--- config.mk ---
export PLATFORM = sky130hd
export DESIGN_NAME = pc_seq
export DESIGN_NICKNAME = d
export VERILOG_FILES = /design/src/rtl/pc_seq.sv
export SDC_FILE = /design/constraint.sdc
export NUM_CORES = 1
export LEC_CHECK = 0
export CORE_ASPECT_RATIO = 0.7
export CORE_MARGIN = 3
export CORE_UTILIZATION = 25
export CTS_CLUSTER_DIAMETER = 120
export CTS_CLUSTER_SIZE = 28
export DETAILED_ROUTE_END_ITERATION = 6
export GPL_ROUTABILITY_DRIVEN = 0
export GPL_TIMING_DRIVEN = 1
export PLACE_DENSITY = 0.41
export REMOVE_ABC_BUFFERS = 1
export SYNTH_ARGS = -nofsm -noshare
export SYNTH_HDL_FRONTEND = slang
export SYNTH_SLANG_ARGS = --single-unit
--- constraint.sdc ---
create_clock -name clk -period 5.6 [get_ports clk]
set_clock_uncertainty 0.05 [all_clocks]
set_input_delay 0.84 -clock clk [delete_from_list [all_inputs] [get_ports clk]]
set_output_delay 0.84 -clock clk [all_outputs]
set_load 0.005 [all_outputs]
--- src/rtl/pc_seq.sv ---
// Program-counter sequencer: fetch handshake, next-PC resolution with a return-address stack.
// Optional vectored interrupt support is compiled in with `define PCSEQ_IRQ_EN.
module pc_seq #(
   parameter int          RAS_DEPTH = 8,
   parameter logic [15:0] RESET_VEC = 16'h0000,
   parameter logic [15:0] IRQ_VEC   = 16'h0004
) (
   input  logic                         clk,
   input  logic                         rst,
   input  logic [15:0]                  pc_q,
   output logic                         pc_en,
   output logic                         pc_inc,
   output logic [15:0]                  pc_d,
   output logic                         imem_req,
   input  logic                         imem_ack,
   output logic                         ir_valid,
   input  logic                         ex_done,
   input  logic [2:0]                   ex_op,
   input  logic [15:0]                  ex_target,
   input  logic                         irq,
   output logic                         irq_ack,
   output logic                         halted,
   output logic [$clog2(RAS_DEPTH):0]   ras_cnt,
   output logic                         ras_err
);

   localparam int AW = $clog2(RAS_DEPTH);
   localparam int CW = AW + 1;

   localparam logic [2:0] OP_JUMP = 3'd1;
   localparam logic [2:0] OP_CALL = 3'd2;
   localparam logic [2:0] OP_RET  = 3'd3;
   localparam logic [2:0] OP_HALT = 3'd4;
   localparam logic [2:0] OP_RETI = 3'd5;

   typedef enum logic [2:0] {S_LOAD, S_FETCH, S_EXEC, S_CHK, S_HALT} state_t;

   state_t        state, nstate;
   logic [15:0]   ras [RAS_DEPTH];
   logic          push, pop, err_set;
   logic [15:0]   push_val;
   logic          ras_full, ras_empty;
   logic [AW-1:0] top_idx;
   logic [15:0]   ras_top;

`ifdef PCSEQ_IRQ_EN
   logic ie, ie_clr, ie_set;
`else
   logic unused_irq;
   localparam logic [15:0] UNUSED_IRQ_VEC = IRQ_VEC;
   assign unused_irq = irq;
`endif

   assign ras_full  = (ras_cnt == CW'(RAS_DEPTH));
   assign ras_empty = (ras_cnt == '0);
   assign top_idx   = AW'(ras_cnt - CW'(1));
   assign ras_top   = ras[top_idx];

   // Outputs are decoded from state and inputs; everything is forced quiet while rst is high.
   always_comb begin
      nstate   = state;
      pc_en    = 1'b0;
      pc_inc   = 1'b0;
      pc_d     = '0;
      imem_req = 1'b0;
      ir_valid = 1'b0;
      irq_ack  = 1'b0;
      push     = 1'b0;
      pop      = 1'b0;
      err_set  = 1'b0;
      push_val = pc_q + 16'd1;
`ifdef PCSEQ_IRQ_EN
      ie_clr   = 1'b0;
      ie_set   = 1'b0;
`endif
      if (!rst) begin
         case (state)
            S_LOAD: begin
               pc_en  = 1'b1;
               pc_d   = RESET_VEC;
               nstate = S_FETCH;
            end
            S_FETCH: begin
               imem_req = 1'b1;
               if (imem_ack) begin
                  ir_valid = 1'b1;
                  nstate   = S_EXEC;
               end
            end
            S_EXEC: begin
               if (ex_done) begin
                  nstate = S_CHK;
                  case (ex_op)
                     OP_JUMP: begin
                        pc_en = 1'b1;
                        pc_d  = ex_target;
                     end
                     OP_CALL: begin
                        pc_en = 1'b1;
                        pc_d  = ex_target;
                        push  = 1'b1;
                     end
                     OP_RET, OP_RETI: begin
                        if (!ras_empty) begin
                           pc_en = 1'b1;
                           pc_d  = ras_top;
                           pop   = 1'b1;
                        end else begin
                           pc_inc  = 1'b1;
                           err_set = 1'b1;
                        end
`ifdef PCSEQ_IRQ_EN
                        if (ex_op == OP_RETI) ie_set = 1'b1;
`endif
                     end
                     OP_HALT: begin
                        pc_inc = 1'b1;
                        nstate = S_HALT;
                     end
                     default: pc_inc = 1'b1;
                  endcase
               end
            end
            S_CHK: begin
               nstate = S_FETCH;
`ifdef PCSEQ_IRQ_EN
               // pc_q already holds the resume address when we get here
               if (irq && ie) begin
                  push     = 1'b1;
                  push_val = pc_q;
                  pc_en    = 1'b1;
                  pc_d     = IRQ_VEC;
                  irq_ack  = 1'b1;
                  ie_clr   = 1'b1;
               end
`endif
            end
            S_HALT: begin
`ifdef PCSEQ_IRQ_EN
               if (irq && ie) nstate = S_CHK;
`endif
            end
            default: nstate = S_LOAD;
         endcase
      end
   end

   always_ff @(posedge clk) begin
      if (rst) begin
         state   <= S_LOAD;
         ras_cnt <= '0;
         ras_err <= 1'b0;
         halted  <= 1'b0;
`ifdef PCSEQ_IRQ_EN
         ie      <= 1'b1;
`endif
      end else begin
         state  <= nstate;
         halted <= (nstate == S_HALT);
         if (push) begin
            if (ras_full) ras_err <= 1'b1;
            else          ras_cnt <= ras_cnt + CW'(1);
         end
         if (pop)     ras_cnt <= ras_cnt - CW'(1);
         if (err_set) ras_err <= 1'b1;
`ifdef PCSEQ_IRQ_EN
         if (ie_clr)      ie <= 1'b0;
         else if (ie_set) ie <= 1'b1;
`endif
      end
   end

   // Stack storage is plain data; only the occupancy count is reset.
   always_ff @(posedge clk) begin
      if (push && !ras_full) ras[ras_cnt[AW-1:0]] <= push_val;
   end

endmodule

==> impl_metrics.py, run 1 <==
metrics = {
    "sta": {
        "relSlewSlack_pct": 28.7,
        "period_share_pct": 78.0,
        "tightestPinTransition_ns": 1.07,
        "setup_viol": 0,
        "hold_violations": 0,
        "setup_tns_ns": 0,
        "rsz0062_at_grt": "no",
        "period_needed_ns": 4.37,
        "max_freq_ghz": 0.229,
        "finalMaxSlewViolations": 0,
        "holdWs_ns": 0.431,
    },
    "final_layout": {
        "area_growth_pct": 27.8,
        "insertedDiodeCount": 0,
        "final_common_cell": "edfxtp_1",
        "final_cell_mix": "edfxtp_1 (128), clkdlybuf4s50_1 (64), mux4_2 (32)",
        "fill_cells": 2260,
        "layout.area.seq_um2": 4030,
        "final_nets": 464,
        "multi_input_area_um2": 1820,
        "drive_gt1_share_pct": 21.0,
        "stdcell_area_um2": 7610,
    },
    "placement": {
        "port-buffer-count": 64,
        "dp_hpwl_um": 9280,
        "place_area_um2": 6990,
    },
    "setup_path": {
        "slowest_stage": "clkdlybuf4s50_1",
        "critical_path_class": "in -> out",
        "r2r_start": "ras_cnt[1]$_SDFFE_PP0P_",
        "critical_path_required_ns": 4.71,
        "path_cells": "clkdlybuf4s50_1, inv_1, and2_1, nand2_1, buf_4, o2bb2ai_1, clkdlybuf4s50_1",
        "path_buf_inv": 4,
        "cp_top_family": "buffers and inverters",
        "critPathCaptureType": "output pin",
        "cp_common_cell": "clkdlybuf4s50_1",
        "critPathMaxFanout": 10,
        "cp_slowest_stage_delay_ns": 0.62,
        "cp.arrival_ns": 3.48,
        "crit_start": "rst",
        "worstSetupStartpointType": "input pin",
    },
    "clocking": {
        "cts_buffers": 17,
        "post_cts_buffers": 0,
        "clock_path_buffers": 2,
        "h-tree-depth": 4,
        "cts.sinks": 137,
        "cts_tree": "built",
        "cts_root_buf": "clkbuf_16",
        "cts_resized": 0,
        "clk_pin_slew_worst_paths_ns": 0.06,
        "insertion_delay_ns": 0.41,
        "cts_hold_buf": 0,
    },
    "hold_path": {
        "hold_path.class": "reg -> reg",
        "hold_path.startpoint": "ras_err$_SDFFE_PP0P_",
    },
    "yosys": {
        "ys_ff_latch": 137,
        "synth_edf_count": 128,
        "syn_inst": 344,
        "synth_area_um2": 5960,
        "yosysSeqAreaShare_pct": 67.5,
        "avgSynthCellArea_um2": 17.3,
        "postSynth.asyncResetShare_pct": 0,
        "yosysWarningCount": 0,
        "synthFlopType": "edfxtp_1",
        "synth_cell_types": 50,
    },
    "route": {
        "wl_um": 14600,
        "vias": 3274,
        "ant_nets": 0,
        "firstDrtPassIters": 4,
        "wl_per_cell_um": 19.6,
        "post_drt_via_cell_ratio": 4.39,
        "drtIter0Drc": 174,
        "post-route-drc-count": 0,
    },
    "pwr": {
        "power.density_nw_per_um2": 315,
        "power_mw": 2.40,
        "ir_drop_mv": 0.188,
        "p_leak_nw": 2.41,
    },
    "flow_run": {
        "maxCapViolations": 0,
    },
    "global_route": {
        "grt_max_degree": 41,
        "grtUsageTotal_pct": 11.8,
        "grt_overflow": 0,
        "grt_first_pass_wirelength_um": 22000,
        "grt_pass1_vias": 3514,
        "antenna_found_initial": 0,
    },
    "floorplan": {
        "pin_count": 67,
        "dieHeight_um": 135,
        "start_util_pct": 25.9,
        "core-area_um2": 23000,
        "die_x_um": 191,
        "dieArea_um2": 25800,
        "rows": 46,
    },
    "outcome": {
        "status": "finished clean",
    },
}
through the flow:
| stage | cells | util, % | worst slack [ns] |
|---|---|---|---|
| after floorplan | 325 | - | 1.15 |
| after CTS | 745 | 33.1 | 1.12 |
| after detailed placement | 713 | 30.3 | 1.14 |
| after global placement | 713 | 30.3 | 1.13 |
| final | 745 | 33.1 | 1.23 |
| after global routing | 745 | 33.1 | 0.964 |
cell type report:
| cell class | instances | share of cell area (%) |
|---|---|---|
| Sequential cell | 137 | 52.9 |
| Multi-Input combinational cell | 183 | 23.9 |
| Timing Repair Buffer | 76 | 9.60 |
| Clock buffer | 17 | 5.59 |
| Tap cell | 312 | 5.13 |
| Clock inverter | 15 | 2.65 |
| Inverter | 5 | 0.247 |
cell families after synthesis:
family | count (synthesis) | synth area share, %
other cells | 1 | 0.0629
simple gates | 79 | 7.16
buf+inv | 24 | 2.29
mux | 49 | 15.0
compound gates | 32 | 4.37
flops | 137 | 67.5
xor+xnor | 18 | 2.77
fa+ha+maj | 4 | 0.840
worst paths after layout:
check                         end  slack, ns  cells past startpoint
max reg2reg   ras[2][5]$_DFFE_PP_       2.83                      6
min reg2reg  ras_err$_SDFFE_PP0P_       0.43                      1
min          ras_err$_SDFFE_PP0P_       0.43                      1
max                       pc_d[2]       1.23                      7
worst reg2reg max path, stage by stage (launching register included):
cell and delay [ns]:
dfxtp_1 0.44, inv_1 0.14, ha_1 0.22, nor2b_1 0.17
a21oi_1 0.27, nand3_1 0.22, nor3_4 0.86
where the power goes:
part	switching (mW)	internal, mW
Combinational	0.0472	0.0441
Clock	0.433	0.745
Sequential	0.00227	1.12
Total	0.482	1.91
state kept, by name, summed over array words and instances, names as in the netlist:
name / count
ras_err: 1
state: 3
ras: 128
halted: 1
ras_cnt: 4
synth_stat cells (3+ instances only):
cell	n	area [um^2]
mux2i_1	16	160
xnor2_1	11	96.3
mux4_2	32	721
o2bb2ai_1	16	140
buf_4	8	60.1
nand4_1	7	43.8
xor2_1	6	52.6
nand2b_1	3	18.8
edfxtp_1	128	3840
nand2_1	15	56.3
nor3_1	7	35.0
clkbuf_1	5	18.8
ha_1	4	50.1
buf_2	3	15.0
nor2_1	16	60.1
a21oi_1	6	30.0
dfxtp_1	9	180
nand3_1	11	55.1
inv_1	5	18.8
metal layers:
layer / global-route usage, % / share of wire (%)
met4: 3.14 / 0.76
met1: 16.2 / 49
met3: 2.61 / 2.7
met2: 18.9 / 48
met5: 0 / 0
(Power assumes the default switching activity.)
==> run 2: changes to the inputs <==
Settings changed: PLACE_DENSITY 0.41 to 0.42.
Clock period 5.6 ns to 3.7 ns, I/O delays scaled along.
==> impl_metrics.py, run 2 (same netlist as run 1, synthesis figures left out) <==
metrics = {
    "setup_path": {
        "slowest_stage": "clkdlybuf4s50_1",
        "critical_path_required_ns": 3.09,
        "critPathCaptureType": "output pin",
        "cp_top_family": "buffers and inverters",
        "path_buf_inv": 3,
        "path_cells": "inv_1, ha_1, buf_12, mux4_2, mux2i_1, o2bb2ai_1, clkdlybuf4s50_1",
        "cp.arrival_ns": 2.78,
        "critical_path_class": "reg -> out",
        "cp_slowest_stage_delay_ns": 0.45,
        "worstSetupStartpointType": "register",
        "critPathMaxFanout": 32,
    },
    "global_route": {
        "grt_pass1_vias": 3508,
        "grtUsageTotal_pct": 11.7,
        "grt_max_degree": 33,
        "grt_overflow": 0,
        "antenna_found_initial": 0,
        "grt_first_pass_wirelength_um": 21900,
    },
    "sta": {
        "tightestPinTransition_ns": 0.844,
        "period_share_pct": 91.6,
        "period_needed_ns": 3.39,
        "rsz0062_at_grt": "no",
        "holdWs_ns": 0.418,
        "relSlewSlack_pct": 43.3,
        "setup_tns_ns": 0,
        "max_freq_ghz": 0.295,
        "fin_ws_ns": 0.310,
        "finalMaxSlewViolations": 0,
        "setup_viol": 0,
        "hold_violations": 0,
    },
    "route": {
        "wl_per_cell_um": 19.1,
        "wl_um": 14500,
        "post-route-drc-count": 0,
        "post_drt_via_cell_ratio": 4.36,
        "ant_nets": 0,
        "firstDrtPassIters": 4,
        "vias": 3312,
        "drtIter0Drc": 240,
    },
    "final_layout": {
        "final_common_cell": "edfxtp_1",
        "final_cell_mix": "edfxtp_1 (128), clkdlybuf4s50_1 (64), mux4_2 (32)",
        "drive_gt1_share_pct": 23.4,
        "final_cells": 760,
        "final_util_pct": 33.7,
        "stdcell_area_um2": 7750,
        "largest_reg_flops": 128,
        "area_growth_pct": 30.0,
        "final_nets": 479,
        "fill_cells": 2228,
        "insertedDiodeCount": 0,
    },
    "pwr": {
        "pwr-share-clk_pct": 50.2,
        "p_switching_mw": 0.731,
        "comb_power_share_pct": 3.8,
        "power.density_nw_per_um2": 478,
        "ir_drop_mv": 0.247,
        "seq_power_share_pct": 46.0,
        "p_leak_nw": 2.52,
        "power_mw": 3.70,
        "switching_share_pct": 19.7,
        "intPower_mw": 2.97,
    },
    "flow_run": {
        "maxCapViolations": 0,
    },
    "clocking": {
        "cts_hold_buf": 0,
        "cts_resized": 0,
        "post_cts_buffers": 0,
        "cts_buffers": 17,
        "cts.sinks": 137,
        "cts_root_buf": "clkbuf_16",
        "h-tree-depth": 4,
        "clk_pin_slew_worst_paths_ns": 0.06,
        "clock_path_buffers": 2,
        "cts_tree": "built",
        "insertion_delay_ns": 0.42,
    },
    "floorplan": {
        "pin_count": 67,
        "rows": 46,
        "start_util_pct": 25.9,
        "dieArea_um2": 25800,
        "core-area_um2": 23000,
        "dieHeight_um": 135,
        "die_x_um": 191,
    },
    "hold_path": {
        "hold_path.class": "reg -> reg",
    },
    "placement": {
        "place_ws_ns": 0.411,
        "place_area_um2": 7100,
        "place_inst": 728,
        "dp_hpwl_um": 9330,
        "port-buffer-count": 64,
    },
    "outcome": {
        "status": "finished clean",
    },
}
==> run 2: cell types whose count changed in the layout (fill, tap and decap cells not counted), moves of 2 or more <==
cell        before  now
clkinvlp_4       6    4
buf_4           12   26
nor3_2           1    3
nor3_4           2    0
inv_6            1    3
==> run 2: area by class of cell <==
class                      instances  area (um^2)  area share [%]
timing repair buffer              91          856            11.0
clock buffer                      18          429            5.54
sequential                       137         4030            52.0
inverter                           5         18.8           0.242
clock inverter                    14          220            2.84
tap                              312          390            5.04
multi-input combinational        183         1810            23.3
==> run 2: path summary, 6_finish.rpt <==
path	slack [ns]	from	cells past startpoint	end
max	0.31	ras_cnt[1]$_SDFFE_PP0P_	7	pc_d[11]
min	0.42	ras_err$_SDFFE_PP0P_	1	ras_err$_SDFFE_PP0P_
max reg2reg	1.38	ras_cnt[1]$_SDFFE_PP0P_	7	ras[7][5]$_DFFE_PP_
min reg2reg	0.42	ras_err$_SDFFE_PP0P_	1	ras_err$_SDFFE_PP0P_
==> run 2: routing by layer <==
| metal | track usage (%) | part of all wire, % | vias up |
|---|---|---|---|
| met2 | 17.9 | 45 | 64 |
| met4 | 3.05 | 1.0 | 0 |
| met3 | 2.92 | 3.6 | 10 |
| li1 | - | - | 1565 |
| met1 | 16.8 | 50 | 1673 |
| met5 | 0 | 0 | - |
==> run 2: power by group through the flow <==
stage	Sequential, mW	Combinational, mW	Clock, mW
after CTS	1.70	0.144	1.90
after global routing	1.70	0.156	1.96
after global placement	1.74	0.141	0
after floorplan	1.74	0.0554	0
final	1.70	0.142	1.86
after detailed placement	1.74	0.144	0
==> run 3: changes to the inputs <==
Settings changed: ABC_CLOCK_PERIOD_IN_PS set to 3700, REMOVE_ABC_BUFFERS 1 to not set.
==> impl_metrics.py, run 3 (same netlist as run 1, synthesis figures left out) <==
metrics = {
    "global_route": {
        "grt-busiest-layer": "met1",
        "grt_first_pass_wirelength_um": 22400,
        "gr-usage-met2_pct": 17.5,
        "grtUsageMet3_pct": 3.41,
        "grt_overflow": 0,
        "grt_pass1_vias": 3503,
        "grt_use_met1_pct": 18.0,
        "antenna_found_initial": 0,
        "grt_max_degree": 41,
        "grtUsageTotal_pct": 12.2,
    },
    "final_layout": {
        "insertedDiodeCount": 0,
        "final_common_cell": "edfxtp_1",
        "final_nets": 479,
        "largest_reg_flops": 128,
        "final_cell_mix": "edfxtp_1 (128), clkdlybuf4s50_1 (64), mux4_2 (32)",
        "final_util_pct": 33.4,
        "stdcell_area_um2": 7690,
        "area_growth_pct": 29.0,
        "drive_gt1_share_pct": 23.4,
        "fill_cells": 2263,
    },
    "setup_path": {
        "worstSetupStartpointType": "register",
        "critical_path_required_ns": 3.09,
        "critical_path_class": "reg -> out",
        "r2r_slack_ns": 1.33,
        "r2r_start": "ras_cnt[1]$_SDFFE_PP0P_",
        "cp.arrival_ns": 2.88,
        "critPathCaptureType": "output pin",
        "r2r-end": "ras[4][2]$_DFFE_PP_",
        "critPathMaxFanout": 18,
        "rr_worst_depth": 7,
    },
    "yosys": {
        "syn-num-nets": 388,
    },
    "sta": {
        "hold_violations": 0,
        "setup_viol": 0,
        "setup_tns_ns": 0,
        "max_freq_ghz": 0.287,
        "tightestPinTransition_ns": 0.837,
        "finalMaxSlewViolations": 0,
        "period_needed_ns": 3.48,
        "holdWs_ns": 0.413,
        "period_share_pct": 94.2,
        "relSlewSlack_pct": 43.8,
        "rsz0062_at_grt": "no",
    },
    "route": {
        "vias": 3426,
        "firstDrtPassIters": 4,
        "wl_um": 15000,
        "post-route-drc-count": 0,
        "post_drt_via_cell_ratio": 4.51,
        "ant_nets": 0,
        "drtIter0Drc": 164,
        "wl_per_cell_um": 19.7,
    },
    "clocking": {
        "insertion_delay_ns": 0.41,
        "clock_path_buffers": 2,
        "cts_buffers": 17,
        "h-tree-depth": 4,
        "cts_resized": 0,
        "post_cts_buffers": 0,
        "cts_hold_buf": 0,
        "cts.sinks": 137,
        "cts_root_buf": "clkbuf_16",
        "cts_tree": "built",
        "clk_pin_slew_worst_paths_ns": 0.06,
    },
    "hold_path": {
        "hold_path.class": "reg -> reg",
        "hold_path.startpoint": "ras_err$_SDFFE_PP0P_",
        "hold_depth": 1,
        "hold_end": "ras_err$_SDFFE_PP0P_",
    },
    "flow_run": {
        "maxCapViolations": 0,
    },
    "floorplan": {
        "start_util_pct": 25.9,
        "rows": 46,
        "dieArea_um2": 25800,
        "pin_count": 67,
        "dieHeight_um": 135,
        "die_x_um": 191,
        "core-area_um2": 23000,
    },
    "pwr": {
        "ir_drop_mv": 0.321,
        "power.density_nw_per_um2": 456,
        "p_leak_nw": 2.49,
    },
    "outcome": {
        "status": "finished clean",
    },
    "placement": {
        "dp_hpwl_um": 9400,
        "place_area_um2": 7110,
        "port-buffer-count": 64,
    },
}
==> run 3: cell types whose count changed in the layout (fill, tap and decap cells not counted), sizes merged <==
| cell | change |
|---|---|
| bufinv | -3 |
| clkinv | +3 |
| clkinvlp | +1 |
| inv | -1 |
==> run 3: critical path, cell delays in order, from the launching register on <==
cell	delay, ns
dfxtp_1	0.45
inv_1	0.15
ha_1	0.32
buf_4	0.30
mux4_2	0.37
mux2i_1	0.31
o2bb2ai_1	0.10
clkdlybuf4s50_1	0.45
==> run 3: worst max-delay path by stage <==
stage,from,to,cells past startpoint
6_report,ras_cnt[1]$_SDFFE_PP0P_,pc_d[2],7
4_1_cts,ras_cnt[1]$_SDFFE_PP0P_,pc_d[2],7
3_3_place_gp,ex_done,pc_d[15],7
5_1_grt,ras_cnt[1]$_SDFFE_PP0P_,pc_d[2],7
3_5_place_dp,ex_op[2],pc_d[15],7
2_1_floorplan,ras_cnt[0]$_SDFFE_PP0P_,ras[2][0]$_DFFE_PP_,7
==> run 3: where the power goes <==
part	internal, mW	total (mW)	switching [mW]
combinational	0.0702	0.142	0.0722
sequential	1.70	1.70	0.00328
clock	0.993	1.66	0.663
==> run 3: cell type report <==
cell class	count	area, um^2	share of cell area (%)
multi-input combinational	183	1810	23.5
tap	312	390	5.08
sequential	137	4030	52.4
timing repair buffer	91	868	11.3
inverter	5	18.8	0.244
clock inverter	14	148	1.92
clock buffer	18	429	5.58
==> run 3: metrics by stage <==
stage                     power, mW  std cells  worst slack (ns)
after floorplan                1.80        344             0.461
after global placement         1.88        728             0.409
after detailed placement       1.88        728             0.409
after CTS                      3.54        760             0.167
after global routing           3.63        760            0.0623
final                          3.50        760             0.215
==> run 3: per-layer routing <==
metal | vias to the layer above | routed length [um]
met5 | - | 0
met4 | 0 | 107
met3 | 12 | 680
met2 | 85 | 6520
met1 | 1766 | 7660
li1 | 1563 | -
